**config.mk**
```make
export PLATFORM = sky130hd
export DESIGN_NAME = control_sequencer
export DESIGN_NICKNAME = d
export VERILOG_FILES = /design/src/rtl/control_sequencer.sv
export SDC_FILE = /design/constraint.sdc
export NUM_CORES = 1
export LEC_CHECK = 0
export BUFFER_PORTS_ARGS = -buffer_cell sky130_fd_sc_hd__buf_2
export CAP_MARGIN = 10
export CORE_AREA = 2 2 51 53
export DETAILED_ROUTE_END_ITERATION = 7
export DIE_AREA = 0 0 53 55
export PLACE_DENSITY = 0.67
export SLEW_MARGIN = 10
export SYNTH_ARGS = -nofsm -noshare
export SYNTH_HDL_FRONTEND = slang
export SYNTH_SLANG_ARGS = --single-unit
```
**constraint.sdc**
```tcl
create_clock -name clock -period 1.8 [get_ports clock]
set_input_delay 0.18 -clock clock [delete_from_list [all_inputs] [get_ports clock]]
set_output_delay 0.18 -clock clock [all_outputs]
set_load 0.02 [all_outputs]
```
**src/rtl/control_sequencer.sv**
```systemverilog
// Multi-cycle control sequencer: decodes the 14-bit IR and walks each instruction
// through fetch, operand read, writeback or branch test, and counts retirements.
module control_sequencer (
    input  logic        clock,
    input  logic        reset_n,
    input  logic        run,
    input  logic [13:0] instruction_register,
    input  logic        bus_zero,
    output logic        pc_load_en,
    output logic        pc_sel,
    output logic        ir_load_en,
    output logic        rf_write_read,
    output logic [7:0]  rf_address,
    output logic        src_a_load_en,
    output logic        src_b_load_en,
    output logic [1:0]  bus_sel,
    output logic [2:0]  alu_op,
    output logic        halted,
    output logic [7:0]  retired
);

    // state     | meaning
    // IDLE      | waiting for run
    // FETCH     | load IR, advance PC
    // DECODE    | dispatch on instruction class
    // RD_A      | read rs1 into operand A
    // RD_B      | read rs2 into operand B
    // ALU_WB    | write ALU result to rd
    // LDI_WB    | write immediate to reg
    // BR_TEST   | read reg, load PC with target if zero
    // HALT      | stopped until reset

    typedef enum logic [3:0] {
        IDLE, FETCH, DECODE, RD_A, RD_B, ALU_WB, LDI_WB, BR_TEST, HALT
    } state_t;

    localparam logic [2:0] A_PLUS_B = 3'd0;
    localparam logic [1:0] BUS_RF   = 2'd0;
    localparam logic [1:0] BUS_ALU  = 2'd1;
    localparam logic [1:0] BUS_IMM  = 2'd2;

    state_t     state;
    state_t     next_state;
    logic [1:0] ir_class;
    logic       retire;

    assign ir_class = instruction_register[13:12];

    always_ff @(posedge clock) begin
        if (!reset_n) begin
            state <= IDLE;
        end else begin
            state <= next_state;
        end
    end

    always_comb begin
        next_state = state;
        case (state)
            IDLE:    if (run) next_state = FETCH;
            FETCH:   next_state = DECODE;
            DECODE: begin
                case (ir_class)
                    2'b00:   next_state = RD_A;
                    2'b01:   next_state = LDI_WB;
                    2'b10:   next_state = BR_TEST;
                    default: next_state = instruction_register[11] ? HALT : FETCH;
                endcase
            end
            RD_A:    next_state = RD_B;
            RD_B:    next_state = ALU_WB;
            ALU_WB:  next_state = FETCH;
            LDI_WB:  next_state = FETCH;
            BR_TEST: next_state = FETCH;
            HALT:    next_state = HALT;
            default: next_state = IDLE;
        endcase
    end

    always_comb begin
        pc_load_en    = 1'b0;
        pc_sel        = 1'b0;
        ir_load_en    = 1'b0;
        rf_write_read = 1'b0;
        rf_address    = 8'd0;
        src_a_load_en = 1'b0;
        src_b_load_en = 1'b0;
        bus_sel       = BUS_RF;
        alu_op        = A_PLUS_B;
        halted        = 1'b0;
        case (state)
            FETCH: begin
                ir_load_en = 1'b1;
                pc_load_en = 1'b1;
            end
            RD_A: begin
                rf_address    = {5'd0, instruction_register[5:3]};
                src_a_load_en = 1'b1;
            end
            RD_B: begin
                rf_address    = {5'd0, instruction_register[2:0]};
                src_b_load_en = 1'b1;
            end
            ALU_WB: begin
                rf_address    = {5'd0, instruction_register[8:6]};
                bus_sel       = BUS_ALU;
                alu_op        = instruction_register[11:9];
                rf_write_read = 1'b1;
            end
            LDI_WB: begin
                rf_address    = {5'd0, instruction_register[11:9]};
                bus_sel       = BUS_IMM;
                rf_write_read = 1'b1;
            end
            BR_TEST: begin
                rf_address = {5'd0, instruction_register[11:9]};
                pc_load_en = bus_zero;
                pc_sel     = bus_zero;
            end
            HALT:    halted = 1'b1;
            default: ;
        endcase
    end

    // A NOP retires straight out of DECODE; HALT never retires.
    assign retire = (state == ALU_WB) || (state == LDI_WB) || (state == BR_TEST) ||
                    ((state == DECODE) && (ir_class == 2'b11) && !instruction_register[11]);

    always_ff @(posedge clock) begin
        if (!reset_n) begin
            retired <= 8'd0;
        end else if (retire) begin
            retired <= retired + 8'd1;
        end
    end

endmodule
```
# [Word level (Yosys, flattened, before mapping)]
# Index checks and enable logic that the tools add are counted.
[totals] register_bits=12 latchBits=0 mem_bits_rw=0 mem_bits_ro=0 in_bits=18 output_inout_bits=28 wordCells=40 mem_count=0
[op_classes] n_addsub=1 n_mul=0 n_div=0 n_lt_le_gt_ge=0 n_eq_ne=12 shifts=0 mux=14 bitwise_logic=0 reduce_logical=11
[ops] op="4-bit case mux with 7 select lines" n=1
[ops] op="4-bit by 3-bit == test with 1-bit output, second input constant" n=4
[ops] op="3-bit case mux with 4 select lines" n=1
[ops] op="4-bit case mux with 3 select lines" n=1
[ops] op="8-bit by 1-bit adder with 8-bit output, second input constant" n=1
[ops] op="4-bit by 2-bit == test with 1-bit output, second input constant" n=2
[ops] op="4-bit 2-to-1 mux" n=2
[ops] op="1-bit 2-to-1 mux" n=6
[ops] op="2-bit == test, second input constant" n=2
[ops] op="4-bit by 1-bit == test with 1-bit output, second input constant" n=1
[ops] op="4-bit == test, second input constant" n=1
[ops] op="4-bit logical NOT" n=1
[ops] op="2-bit case mux with 2 select lines" n=1
[ops] op="2-bit OR reduction" n=2
[ops] op="1-bit logical OR" n=3
[ops] op="3-bit 2-to-1 mux" n=1
[ops] op="3-bit OR reduction" n=1
[ops] op="2-bit by 1-bit == test with 1-bit output, second input constant" n=1
[ops] op="1-bit logical AND" n=2
[ops] op="2-bit logical NOT" n=1
[ops] op="2-bit inequality test, second input constant" n=1
[ops] op="1-bit case mux with 2 select lines" n=1
[ops] op="1-bit logical NOT" n=1

# [Depth between registers and ports, before layout]
[depth] ltp_word=4 depth_mapped=5

# [Worst setup path before layout]
# OpenSTA, ideal clock, no wires.
[synth_timing] path_type="reg2out" startpoint="register state[1]" endpoint="output rf_address[0]" arrival_ns=1.391 slack_ns=0.229 path_stages_with_launch=5 path_cell_list="dfxtp_1 clkbuf_1 nor2b_1 a32oi_1 o22ai_1"
[synth_between] elab_chain_len=3 word_cells_on_any_way=7 classes_between="eq/ne: 5; mux: 1; reduce/logical: 1"
[synth_rtl] element="start, declared" line_no="42" source="state_t state;"
[synth_rtl] element="start signal, assigned" line_no="53" source="state <= next_state;"
[synth_rtl] element="4-bit by 3-bit == test with 1-bit output" line_no="91" source="case (state)"
[synth_rtl] element="2-bit OR reduction (no line)"
[synth_rtl] element="3-bit case mux with 4 select lines *" line_no="91"
[synth_rtl] element="end, declared" line_no="13" source="output logic [7:0] rf_address,"
# Mark *: on every way between the ends. The rest lies on a longest branch, timed or not.

# [Final worst setup path]
[layout_timing] startpoint="register state[1]" endpoint="output rf_address[1]"
# Same word-level chain as after synthesis.

==> flow_summary.json <==
{
  "status": "completed",
  "fin_skew_ns": 0.00148,
  "rows": 18,
  "min_period_over_period": 0.908,
  "sequentialPowerShare": 0.417,
  "layout-drive-gt1-share": 0.362,
  "grt_max_degree": 12,
  "slew_violations": 0,
  "setup_ws_ns": 0.166,
  "nNetsFinal": 176,
  "wl_met3_um": 78,
  "syn-cell-area_sq_um": 848,
  "path_cells": "nor2b_2, a32oi_1, o22ai_1, buf_2",
  "p_int_uw": 475,
  "hpwl_um": 1720,
  "cp.arrival_ns": 1.45,
  "core_sq_um": 2360,
  "drv_cap": 0,
  "yosysSeqAreaShare": 0.283,
  "cts_buffers": 3,
  "cts-root-buf": "clkbuf_4",
  "rr_startpoint": "state[3]$_SDFFE_PN0P_",
  "die_y_um": 55,
  "synth_compound_area_frac": 0.267,
  "finalHoldViolCount": 0,
  "critPathCaptureType": "primary output",
  "drt_iter0_markers": 6,
  "clk_pin_slew_ns": 0.08,
  "drt_first_pass_iters": 4,
  "port_buffers": 40,
  "power_uw": 699,
  "synth_edf_count": 0,
  "ys_ff_latch": 12,
  "synth_warnings": 0,
  "gp_congestion": 0.788,
  "grt_first_pass_wirelength_um": 3100,
  "ant_nets": 0,
  "min-delay-start": "run",
  "first_global_vias": 739,
  "met1_length_um": 859,
  "finalSetupTns_ns": 0,
  "combPwrFrac": 0.269,
  "post-place-ws_ns": 0.181,
  "die_w_um": 53,
  "vias_per_cell": 4.99,
  "cp_max_fo": 11,
  "syn_to_final_growth_pct": 31.9,
  "synth_ff_type": "dfxtp_1",
  "synth_mux_area_frac": 0.0118,
  "synth_top_area_share": 0.283,
  "cts_tree": "yes",
  "avgSynthCellArea_sq_um": 7.78,
  "clock_latency_ns": 0.28,
  "p_clk_frac": 0.314,
  "rsz0062_at_grt": "false",
  "yosys-top-cells-count": "12 x dfxtp_1, 11 x nor2_1, 7 x a21oi_1",
  "cp-startpoint": "state[1]$_SDFFE_PN0P_",
  "synthTopCellsByArea": "dfxtp_1 28%, ha_1 7.4%, nor2_1 4.9%",
  "setup_viol": 0,
  "synthAdderAreaFrac": 0.0737,
  "period_needed_ns": 1.63,
  "ys_async_sr_fraction": 0,
  "synth_top_family_by_area": "compound AO/OA/AOI/OAI gates",
  "antenna_found_initial": 0,
  "grt_usage": 0.147,
  "top_layer_used": "met4",
  "slowest_delay_ns": 0.43,
  "drc": 0,
  "insertedDiodeCount": 0,
  "power.switching_uw": 224,
  "critPathSlowestCell": "dfxtp_2",
  "vias": 908,
  "dieArea_sq_um": 2920,
  "finalNonFillerCells": 182,
  "critical-path-top-delay-family": "flip-flops",
  "postCtsHoldBufs": 0,
  "start_util": 0.359,
  "dpl.cell_count": 178,
  "cts.path.max_buffers": 2,
  "overflow": 0,
  "ir_worst_vdd_mv": 0.413,
  "worst-path-buf-inv": 1,
  "placed_cell_area_sq_um": 1070,
  "fin_area_sq_um": 1120,
  "h-tree-depth": 1,
  "io_pins": 46,
  "wirelength_um": 2060,
  "p_leak_uw": 0.000536,
  "worst_hold_path_type": "input port to flop",
  "critPathKind": "flop to primary output",
  "dr_wl_met2_um": 1110,
  "yosys.area_share.xor_xnor": 0.0206,
  "critical_path_required_ns": 1.62,
  "max_freq_mhz": 612,
  "clock-sinks": 12,
  "synthSimpleGateAreaFrac": 0.255,
  "synth.distinct_cells": 34,
  "yosys.area.top_type": "dfxtp_1",
  "routedWlPerCell_um": 11.3,
  "synth_most_common_cell": "dfxtp_1",
  "swShare": 0.320,
  "worstSetupStartpointType": "flop",
  "powerDensity_nw_per_um2": 625,
  "synth_cells": 109
}
flip-flops by register name, indices dropped and copies added, names as in the netlist:
name	count
retired	8
state	4
worst min-delay path, stage by stage:
cell	delay, ns
buf_2	0.08
a21oi_1	0.07
a21oi_1	0.13
cells in the final DEF (no fill, tap or decap), drive strengths merged:
| master | count |
|---|---|
| a21boi | 5 |
| a21oi | 7 |
| a22oi | 3 |
| a32oi | 2 |
| a41oi | 1 |
| and2 | 5 |
| and3 | 1 |
| buf | 43 |
| clkbuf | 4 |
| conb | 5 |
| dfxtp | 12 |
| ha | 5 |
| inv | 6 |
| mux2i | 1 |
| nand2 | 4 |
| nand2b | 2 |
| nand3 | 5 |
| nor2 | 11 |
| nor2b | 3 |
| nor3 | 3 |
| nor3b | 1 |
| o2111ai | 1 |
| o211ai | 1 |
| o21ai | 6 |
| o21ba | 1 |
| o22ai | 3 |
| o311ai | 1 |
| o31ai | 2 |
| or2 | 1 |
| or3 | 4 |
| or4 | 1 |
| xnor2 | 2 |
final cells by class:
type / count / area (sq um)
Fill cell: 247 / 1250
Timing Repair Buffer: 43 / 223
Clock buffer: 4 / 36.3
Multi-Input combinational cell: 87 / 557
Sequential cell: 12 / 243
Tap cell: 30 / 37.5
Inverter: 6 / 22.5
worst paths after layout:
check | end | slack, ns | cells after the start
worst max register to register | retired[7]$_SDFFE_PN0P_ | 0.27 | 4
worst min-delay path | state[0]$_SDFFE_PN0P_ | 0.22 | 3
worst min register to register | retired[7]$_SDFFE_PN0P_ | 0.50 | 2
worst max-delay path | rf_address[1] | 0.17 | 4
power groups by stage:
stage / Clock (uW) / Combinational [uW] / Sequential [uW]
global route: 240 / 207 / 294
detailed placement: 0 / 187 / 296
CTS: 223 / 188 / 290
global placement: 0 / 183 / 296
floorplan: 0 / 131 / 291
finish: 220 / 188 / 292
layer usage:
metal	track usage	vias up
li1	-	463
met1	0.175	422
met2	0.246	21
met3	0.0349	2
met4	0.0769	0
met5	0	-
through the flow:
stage | hold slack [ns] | utilization
3_3_place_gp | 0.461 | 0.454
3_5_place_dp | 0.499 | 0.454
4_1_cts | 0.220 | 0.471
2_1_floorplan | 0.302 | -
6_report | 0.223 | 0.473
5_1_grt | 0.226 | 0.473
what timing repair did:
action | 4_1_cts | 5_1_grt
buffers inserted | 0 | 0
endpoints found under the setup margin | 1 | 5
gates resized for setup | 1 | 3
pin swaps | 0 | 0
kinds of logic after synthesis:
family	after synthesis
AO/OA/AOI/OAI	33
XOR/XNOR	2
adder cells (fa/ha/maj)	5
buffers and inverters	14
flip-flops	12
multiplexers	1
other	1
AND/OR/NAND/NOR	41
No activity file was read; power rests on OpenSTA's default activity.
